### src/rtl/keypad_multi_display.sv
// 4x4 keypad scanner with press/release debounce, hex key history and a multiplexed seven-segment display.
// Optional build macro KEYPAD_LEADING_BLANK_EN blanks digits that hold no entered key yet.
`timescale 1ns/1ps
module keypad_multi_display #(
    parameter int NUM_DIGITS     = 4,
    parameter int SCAN_DIV       = 4800,
    parameter int DEBOUNCE_TICKS = 20,
    parameter int REFRESH_DIV    = 50
) (
    input  logic                            clk,
    input  logic                            reset,
    input  logic [3:0]                      cols,
    output logic [3:0]                      rows,
    output logic [6:0]                      segs,
    output logic [NUM_DIGITS-1:0]           anodes,
    output logic                            new_key,
    output logic [3:0]                      key_code,
    output logic [$clog2(NUM_DIGITS+1)-1:0] digit_count
);
    localparam int CW = $clog2(NUM_DIGITS + 1);
    localparam int DW = $clog2(NUM_DIGITS);
    localparam int SW = $clog2(SCAN_DIV);
    localparam int RW = $clog2(REFRESH_DIV);
    localparam int BW = $clog2(DEBOUNCE_TICKS + 1);
`ifdef KEYPAD_LEADING_BLANK_EN
    localparam logic [6:0] SEGS_RST = 7'h7F;
`else
    localparam logic [6:0] SEGS_RST = 7'b1000000;
`endif

    typedef enum logic [1:0] {SCAN, PRESS_DB, HELD, REL_DB} state_t;

    function automatic logic [6:0] glyph(input logic [3:0] v);
        case (v)
            4'h0: glyph = 7'b1000000;
            4'h1: glyph = 7'b1111001;
            4'h2: glyph = 7'b0100100;
            4'h3: glyph = 7'b0110000;
            4'h4: glyph = 7'b0011001;
            4'h5: glyph = 7'b0010010;
            4'h6: glyph = 7'b0000010;
            4'h7: glyph = 7'b1111000;
            4'h8: glyph = 7'b0000000;
            4'h9: glyph = 7'b0010000;
            4'hA: glyph = 7'b0001000;
            4'hB: glyph = 7'b0000011;
            4'hC: glyph = 7'b1000110;
            4'hD: glyph = 7'b0100001;
            4'hE: glyph = 7'b0000110;
            default: glyph = 7'b0001110;
        endcase
    endfunction

    function automatic logic [3:0] key_map(input logic [1:0] r, input logic [1:0] c);
        case ({r, c})
            4'd0:  key_map = 4'h1;
            4'd1:  key_map = 4'h2;
            4'd2:  key_map = 4'h3;
            4'd3:  key_map = 4'hA;
            4'd4:  key_map = 4'h4;
            4'd5:  key_map = 4'h5;
            4'd6:  key_map = 4'h6;
            4'd7:  key_map = 4'hB;
            4'd8:  key_map = 4'h7;
            4'd9:  key_map = 4'h8;
            4'd10: key_map = 4'h9;
            4'd11: key_map = 4'hC;
            4'd12: key_map = 4'hE;
            4'd13: key_map = 4'h0;
            4'd14: key_map = 4'hF;
            default: key_map = 4'hD;
        endcase
    endfunction

    logic [3:0]    sync1_reg, sync2_reg;
    logic [SW-1:0] scan_cnt_reg;
    logic          tick;

    assign tick = (scan_cnt_reg == SW'(SCAN_DIV - 1));

    always_ff @(posedge clk or negedge reset) begin
        if (!reset) begin
            sync1_reg    <= '0;
            sync2_reg    <= '0;
            scan_cnt_reg <= '0;
        end else begin
            sync1_reg    <= cols;
            sync2_reg    <= sync1_reg;
            scan_cnt_reg <= tick ? '0 : scan_cnt_reg + 1'b1;
        end
    end

    state_t        state_reg, state_next;
    logic [3:0]    rows_reg, rows_next;
    logic [1:0]    col_reg, col_next;
    logic [BW-1:0] db_reg, db_next, db_inc;
    logic [1:0]    low_col, row_idx;
    logic          col_hit;

    always_comb begin
        state_next = state_reg;
        rows_next  = rows_reg;
        col_next   = col_reg;
        db_next    = db_reg;
        new_key    = 1'b0;
        low_col    = sync2_reg[0] ? 2'd0 : sync2_reg[1] ? 2'd1 : sync2_reg[2] ? 2'd2 : 2'd3;
        row_idx    = rows_reg[1] ? 2'd1 : rows_reg[2] ? 2'd2 : rows_reg[3] ? 2'd3 : 2'd0;
        col_hit    = sync2_reg[col_reg];
        db_inc     = db_reg + 1'b1;
        if (tick) begin
            case (state_reg)
                SCAN: begin
                    if (sync2_reg == 4'b0) begin
                        rows_next = {rows_reg[2:0], rows_reg[3]};
                    end else begin
                        col_next   = low_col;
                        db_next    = '0;
                        state_next = PRESS_DB;
                    end
                end
                PRESS_DB: begin
                    if (col_hit) begin
                        db_next = db_inc;
                        if (db_inc == BW'(DEBOUNCE_TICKS)) begin
                            state_next = HELD;
                            new_key    = 1'b1;
                        end
                    end else begin
                        state_next = SCAN;
                    end
                end
                HELD: begin
                    if (!col_hit) begin
                        db_next    = '0;
                        state_next = REL_DB;
                    end
                end
                default: begin
                    if (!col_hit) begin
                        db_next = db_inc;
                        if (db_inc == BW'(DEBOUNCE_TICKS)) state_next = SCAN;
                    end else begin
                        state_next = HELD;
                    end
                end
            endcase
        end
    end

    always_ff @(posedge clk or negedge reset) begin
        if (!reset) begin
            state_reg <= SCAN;
            rows_reg  <= 4'b0001;
            col_reg   <= '0;
            db_reg    <= '0;
        end else begin
            state_reg <= state_next;
            rows_reg  <= rows_next;
            col_reg   <= col_next;
            db_reg    <= db_next;
        end
    end

    // History: element 0 is the newest key; the oldest falls off the end on each accept.
    logic [3:0]    hist_reg  [NUM_DIGITS];
    logic [3:0]    hist_next [NUM_DIGITS];
    logic [3:0]    key_code_reg;
    logic [CW-1:0] count_reg;

    genvar gi;
    generate
        for (gi = 0; gi < NUM_DIGITS; gi++) begin : g_hist
            if (gi == 0) begin : g_head
                assign hist_next[gi] = new_key ? key_map(row_idx, col_reg) : hist_reg[gi];
            end else begin : g_tail
                assign hist_next[gi] = new_key ? hist_reg[gi-1] : hist_reg[gi];
            end
        end
    endgenerate

    always_ff @(posedge clk or negedge reset) begin
        if (!reset) begin
            for (int i = 0; i < NUM_DIGITS; i++) hist_reg[i] <= '0;
            key_code_reg <= '0;
            count_reg    <= '0;
        end else begin
            hist_reg <= hist_next;
            if (new_key) begin
                key_code_reg <= key_map(row_idx, col_reg);
                if (count_reg != CW'(NUM_DIGITS)) count_reg <= count_reg + 1'b1;
            end
        end
    end

    logic [RW-1:0]         ref_cnt_reg;
    logic                  refresh;
    logic [DW-1:0]         digit_reg, digit_next;
    logic [NUM_DIGITS-1:0] anodes_reg;
    logic [6:0]            segs_reg, segs_next;

    assign refresh    = (ref_cnt_reg == RW'(REFRESH_DIV - 1));
    assign digit_next = (digit_reg == DW'(NUM_DIGITS - 1)) ? '0 : digit_reg + 1'b1;
`ifdef KEYPAD_LEADING_BLANK_EN
    assign segs_next  = (CW'(digit_next) >= count_reg) ? 7'h7F : glyph(hist_reg[digit_next]);
`else
    assign segs_next  = glyph(hist_reg[digit_next]);
`endif

    // Segments and anodes load together on the strobe, so a history shift only shows at the next step.
    always_ff @(posedge clk or negedge reset) begin
        if (!reset) begin
            ref_cnt_reg <= '0;
            digit_reg   <= '0;
            anodes_reg  <= ~NUM_DIGITS'(1);
            segs_reg    <= SEGS_RST;
        end else begin
            ref_cnt_reg <= refresh ? '0 : ref_cnt_reg + 1'b1;
            if (refresh) begin
                digit_reg  <= digit_next;
                anodes_reg <= ~(NUM_DIGITS'(1) << digit_next);
                segs_reg   <= segs_next;
            end
        end
    end

    assign rows        = rows_reg;
    assign segs        = segs_reg;
    assign anodes      = anodes_reg;
    assign key_code    = key_code_reg;
    assign digit_count = count_reg;
endmodule
### config.mk
export PLATFORM = sky130hd
export DESIGN_NAME = keypad_multi_display
export DESIGN_NICKNAME = d
export VERILOG_FILES = /design/src/rtl/keypad_multi_display.sv
export SDC_FILE = /design/constraint.sdc
export NUM_CORES = 1
export LEC_CHECK = 0
export BUFFER_PORTS_ARGS = -buffer_cell sky130_fd_sc_hd__buf_2
export CAP_MARGIN = 20
export CORE_MARGIN = 1.5
export CORE_UTILIZATION = 45
export DETAILED_ROUTE_END_ITERATION = 10
export PLACE_DENSITY = 0.61
export SLEW_MARGIN = 10
export SYNTH_ARGS = -nofsm -noshare
export SYNTH_HDL_FRONTEND = slang
export SYNTH_SLANG_ARGS = --single-unit
### constraint.sdc
create_clock -name clk -period 2.9 [get_ports clk]
set_clock_uncertainty 0.1 [all_clocks]
set_input_delay 0.58 -clock clk [delete_from_list [all_inputs] [get_ports clk]]
set_output_delay 0.58 -clock clk [all_outputs]
set_load 0.01 [all_outputs]
; Yosys cells after proc, flatten, opt, wreduce, memory -nomap -nowiden
; Memory sizes are Yosys's and may differ from the RTL's. A register that Yosys moved wholly into a read port is not among the register bits.
; Cells that the tools add are included.
[op_classes]
n_addsub = 5
magnitude_cmp = 2
n_eq_ne = 12
shifts = 1
n_mux = 30
bitwise_logic = 3
reduce_logical = 11
[ops]
columns = op, n
row1 = $mux W2, 12
row2 = $mux W5, 4
row3 = $pmux W5 S3, 1
row4 = $add A13 B1 Y13 const B, 1
row5 = $eq A13 B13 Y1 const B, 1
row6 = $mux W13, 1
row7 = $reduce_and A5 Y1, 2
row8 = $bmux W4 S2, 1
row9 = $mux W4, 2
row10 = $add A6 B1 Y6 const B, 1
row11 = $eq A6 B6 Y1 const B, 1
row12 = $mux W1, 6
row13 = $mux W6, 1
row14 = $ne A2 B2 Y1 const B, 3
row15 = $ne A3 B3 Y1 const B, 2
row16 = $pmux W2 S3, 1
row17 = $reduce_and A3 Y1, 2
row18 = $add A5 B1 Y5 const B, 1
row19 = $eq A5 B5 Y1 const B, 1
row20 = $reduce_bool A5 Y1, 1
row21 = $eq A2 B2 Y1 const B, 2
row22 = $logic_not A4 Y1, 1
row23 = $not A4 Y4, 1
row24 = $shl A1 B2 Y4 const A, 1
row25 = other kinds (12), 14
[word_totals]
ff_bits = 61
mem_bits_ro = 240
input_bits = 6
out_inout_bits = 23
elab_cells = 81
n_memories = 3
[memory_table]
columns = name, words, word_bits, rd, rd_ports_with_merged_regs, wr, line
row1 = (name not given), 16, 7, 1, 1, 0, 34  ; case (v)
row2 = (name not given), 16, 4, 1, 1, 0, 55  ; case ({r, c})
row3 = (name not given), 16, 4, 1, 1, 0, 55

; Longest topological paths before layout
[logic_depth]
word_depth = 7
mapped_depth = 10
ltp_nobuf = 9

; Worst setup path after synthesis
; OpenSTA, ideal clock, no wires.
[synth_timing]
kind = flip-flop to flip-flop
startpoint = register digit_reg[0]
endpoint = register segs_reg[3], in the netlist segs[3]
setup_ps = 116
t_arrival_ps = 2058
required_ps = 2684
slack_ps = 626
stages_incl_launch_ff = 11
n_path_buf = 1
synth_period_minus_slack_ps = 2274
cell_sequence = dfrtp_1 -> buf_2 -> inv_1 -> ha_1 -> mux4_2 -> inv_1 -> ha_1 -> inv_1 -> nor2_1 -> a21oi_1 -> o311ai_0
[synth_via]
elab_chain_len = 6
elab_cells_between_ends = 7
classes_between = 1 x add/sub / 1 x eq/ne / 4 x mux / 1 x bitwise
[synth_rtl]
columns = item, line
row1 = start: declaration, 197  ; logic [DW-1:0] digit_reg, digit_next;
row2 = start signal: assignment, 219  ; digit_reg <= digit_next;
row3 = $add A2 B1 Y2 or $eq A2 B2 Y1 (tied branches), 202  ; assign digit_next = (digit_reg == DW'(NUM_DIGITS - 1)) ? '0 : digit_reg + 1'b1;
row4 = $mux W2 *, 202
row5 = net digit_next[1], 197
row6 = $not A2 Y3 (implied by the code) *, 206  ; assign segs_next = glyph(hist_reg[digit_next]);
row7 = $bmux W4 S2 *, 206
row8 = $mux W4 (implied by the code) * (2 in series), 206
row9 = end: declaration, 199  ; logic [6:0] segs_reg, segs_next;
; The timed path passes the listed nets; every way through them passes the cells marked *. The select of a mux whose other input is x is not followed.
; A chain may end at the register's enable or synchronous reset.

; Worst setup path in the final report
[layout_timing]
startpoint = register db_reg[0]
endpoint = output new_key
[layout_via]
elab_chain_len = 6
[layout_rtl]
columns = item, line
row1 = start: declaration, 96  ; logic [BW-1:0] db_reg, db_next, db_inc;
row2 = start signal: assignment, 160  ; db_reg <= db_next;
row3 = $add A5 B1 Y5, 109  ; db_inc = db_reg + 1'b1;
row4 = $eq A5 B5 Y1, 124  ; if (db_inc == BW'(DEBOUNCE_TICKS)) begin
row5 = $mux W1, 124
row6 = $mux W1, 122  ; if (col_hit) begin
row7 = $mux W1, 111  ; case (state_reg)
row8 = $mux W1, 110  ; if (tick) begin
row9 = end: declaration, 16  ; output logic new_key,
; Every way passes these cells.

==> run summary <==
Cell area after layout - 4210 um2
Worst min path class - primary input to async pin
Die width - 94.4 um
Max-cap check violation count - 0
Share of flip-flops with an asynchronous set or reset after synthesis - 1.00
Portion of synthesized cell area occupied by the leading cell type - 0.446
Cells along the critical path - ha_1, nor4bb_1, and4_1, buf_2
Total Neg Setup Slack - 0 ps
Global-route track usage on met3 - 0.0314
Power share of the combinational group - 0.015
Number of cell rows - 33
Core Area - 8130 um2
Share of total power in the clock network - 0.490
Post-placement cell area - 3960 um2
Clock network latency to the later pin of the worst-skew pair - 350 ps
Wire length of the first global-routing pass - 11100 um
Shortest clock period the worst path allows after layout - 2680 ps
Total placed cells including tap cells - 444
Area used by sequential logic in the layout - 1810 um2
Register-to-Register Path Depth - 9
Endpoints failing hold - 0
Max Clk Rate - 374 MHz
Pin count of the biggest net entering global routing - 50
Most frequently used flop master after synthesis - sky130_fd_sc_hd__dfrtp_1
Slowest CP cell - sky130_fd_sc_hd__nor4bb_1
WP data required - 2220 ps
Residual overflow from global routing - 0
Final #Nets - 380
Routability congestion estimate - 0.838
Synth-to-Final Area Change - 11.9%
Count of buffers inserted at the top-level ports - 28
Power density over the cells - 486 nW/um2
N_diodes - 0
Highest-utilization routing layer at the global route stage - met2
Number of clock buffers inserted by TritonCTS - 9
Flip-flop and latch count after synthesis - 72
Number of distinct library cells after synthesis - 51
Global-route track usage on met2 - 0.264
Max IR drop VDD - 241 uV
Detailed-route wire length - 6390 um
Die Outline Area - 8910 um2
Most used cells in the layout excluding fill and tap cells - 67 x sky130_fd_sc_hd__dfrtp_1, 28 x sky130_fd_sc_hd__buf_2, 25 x sky130_fd_sc_hd__nor2_1
Flop-to-flop setup slack - 350 ps
Synthesized cell area - 3760 um2
Remaining DRCs - 0
Start-to-end type of the worst setup path - register to primary output
Total number of clock tree sinks - 72
Number of buffers on the longest clock path - 2
Post-DRT Antenna Nets - 0
CP arrival - 2000 ps
Post-synthesis cell type with the largest combined area - sky130_fd_sc_hd__dfrtp_1
Maximum net fanout on the critical path - 4
Static Leak - 1.96 nW
Kind of end point of the critical path - primary output
Setup-failing EPs final - 0
Antenna violations before repair - 0
Final number of max-transition violations - 0
Switching power as a share of total power - 0.210
Number of DRC markers in iteration 0 - 143
Die H - 94.4 um
RSZ-0062 raised after global routing - false
Maximum level of the CTS H-tree - 3
Clock tree from TritonCTS - yes
Via count of the first global-routing pass - 2373
GRT met1 Usage - 0.205
Most common cell after layout, fill and taps aside - sky130_fd_sc_hd__dfrtp_1
Sequential share of power - 0.495
Synth warnings - 0
Fill count - 710
Relative slew slack - 0.584
Top Ports - 29
Routed wirelength normalized by instance count - 13.9 um
Via density per instance - 5.25
Period Utilization, post-route - 0.923
Number of standard cells in the layout, taps in and fillers out - 460
Post-cts sizing count - 0
Mapped Nets - 356
Layout cell share with drive strength beyond 1 - 0.248
Area of combinational cells with multiple inputs - 1770 um2
Cell internal power dissipation - 1.62 mW
Sequential fraction of the synthesis area - 0.481
Total global-route track usage - 0.161
Via count - 2413
Crit path largest cell delay - 570 ps
Initial core utilization - 0.462
Actual transition at the worst max-transition pin - 619 ps
Post-synthesis cell count - 326
Clock-pin slew reported for the worst setup and hold paths after clock tree synthesis - 80 ps
Mean instance size in the synthesized netlist - 11.5 um2
Status - completed
Flip-flop count of the largest register, all copies and words added - 16
Critical path startpoint category - register
Area contributors post-synth - sky130_fd_sc_hd__dfrtp_1 45%, sky130_fd_sc_hd__ha_1 8.0%, sky130_fd_sc_hd__mux2_2 4.2%, sky130_fd_sc_hd__mux2_4 4.0%, sky130_fd_sc_hd__dfstp_2 3.5%
Number of hold buffers added after cts - 0
Dpl hpwl - 4380 um
Router iterations before antenna repair - 4
Setup Fix Bufs, Post-CTS - 0
Clock root buffer - sky130_fd_sc_hd__clkbuf_8
Net Switching - 0.430 mW
Number of flops mapped to enable cells by yosys - 0
==> critical path, delay by kind of cell, from the launching register on <==
family,cells,cell delay [ps]
buffers and inverters,1,150
AND/OR/NAND/NOR,2,900
adder cells (fa/ha/maj),1,210
flip-flops,1,390
==> cells by family after synthesis <==
logic type | after synthesis | synth area share
compound gates | 41 | 0.0742
xor+xnor | 16 | 0.0373
fa+ha+maj | 24 | 0.0799
buf+inv | 36 | 0.0496
flops | 72 | 0.481
mux | 39 | 0.138
simple gates | 98 | 0.140
==> metrics by stage <==
stage / total power, mW / hold slack [ps] / util / setup slack [ps]
after floorplan: 1.04 / 184 / - / 626
after global placement: 1.07 / 235 / 0.486 / 475
after detailed placement: 1.07 / 237 / 0.486 / 345
after CTS: 2.07 / 129 / 0.517 / 200
after global routing: 2.12 / 164 / 0.517 / 56.7
final: 2.05 / 117 / 0.517 / 224
==> routing by layer <==
metal	vias up	wire length [um]
met4	0	138
met5	-	0
li1	1199	-
met3	10	152
met1	1170	3070
met2	34	3030
==> layout make-up <==
type / count / area share
tap: 105 / 0.0312
sequential: 72 / 0.430
inverter: 16 / 0.0143
timing repair buffer: 33 / 0.0452
clock buffer: 10 / 0.0327
multi-input combinational: 218 / 0.420
clock inverter: 6 / 0.0274
==> power groups by stage <==
stage	combinational (mW)	sequential, mW	clock, mW
detailed placement	0.0338	1.03	0
global placement	0.0335	1.03	0
CTS	0.0341	1.01	1.02
global route	0.0380	1.01	1.07
finish	0.0316	1.01	1.00
floorplan	0.00738	1.03	0
==> Yosys cell counts, drive strengths merged, types with 3 or more instances <==
cell and number:
nand2b 3, mux4 5, ha 24, nor2 25, clkbuf 9, mux2i 10
dfrtp 67, dfstp 5, a31oi 5, a21oi 6, mux2 24, nor3b 6
a41oi 4, inv 16, and3 4, nor2b 4, xnor2 6, nand4 4
o21ai 10, nand3 8, and2 5, xor2 10, nor3 6, buf 11
nand2 19, and4 5
==> worst paths after layout <==
path                                   start            to
worst max-delay path               db_reg[0]       new_key
worst min-delay path                   reset     anodes[0]
worst max register to register  digit_reg[0]       segs[3]
worst min register to register  sync1_reg[3]  sync2_reg[3]
max in group asynchronous              reset       rows[0]
min in group clk                     cols[3]  sync1_reg[3]
Note: power is estimated with default switching activity, not from simulation.
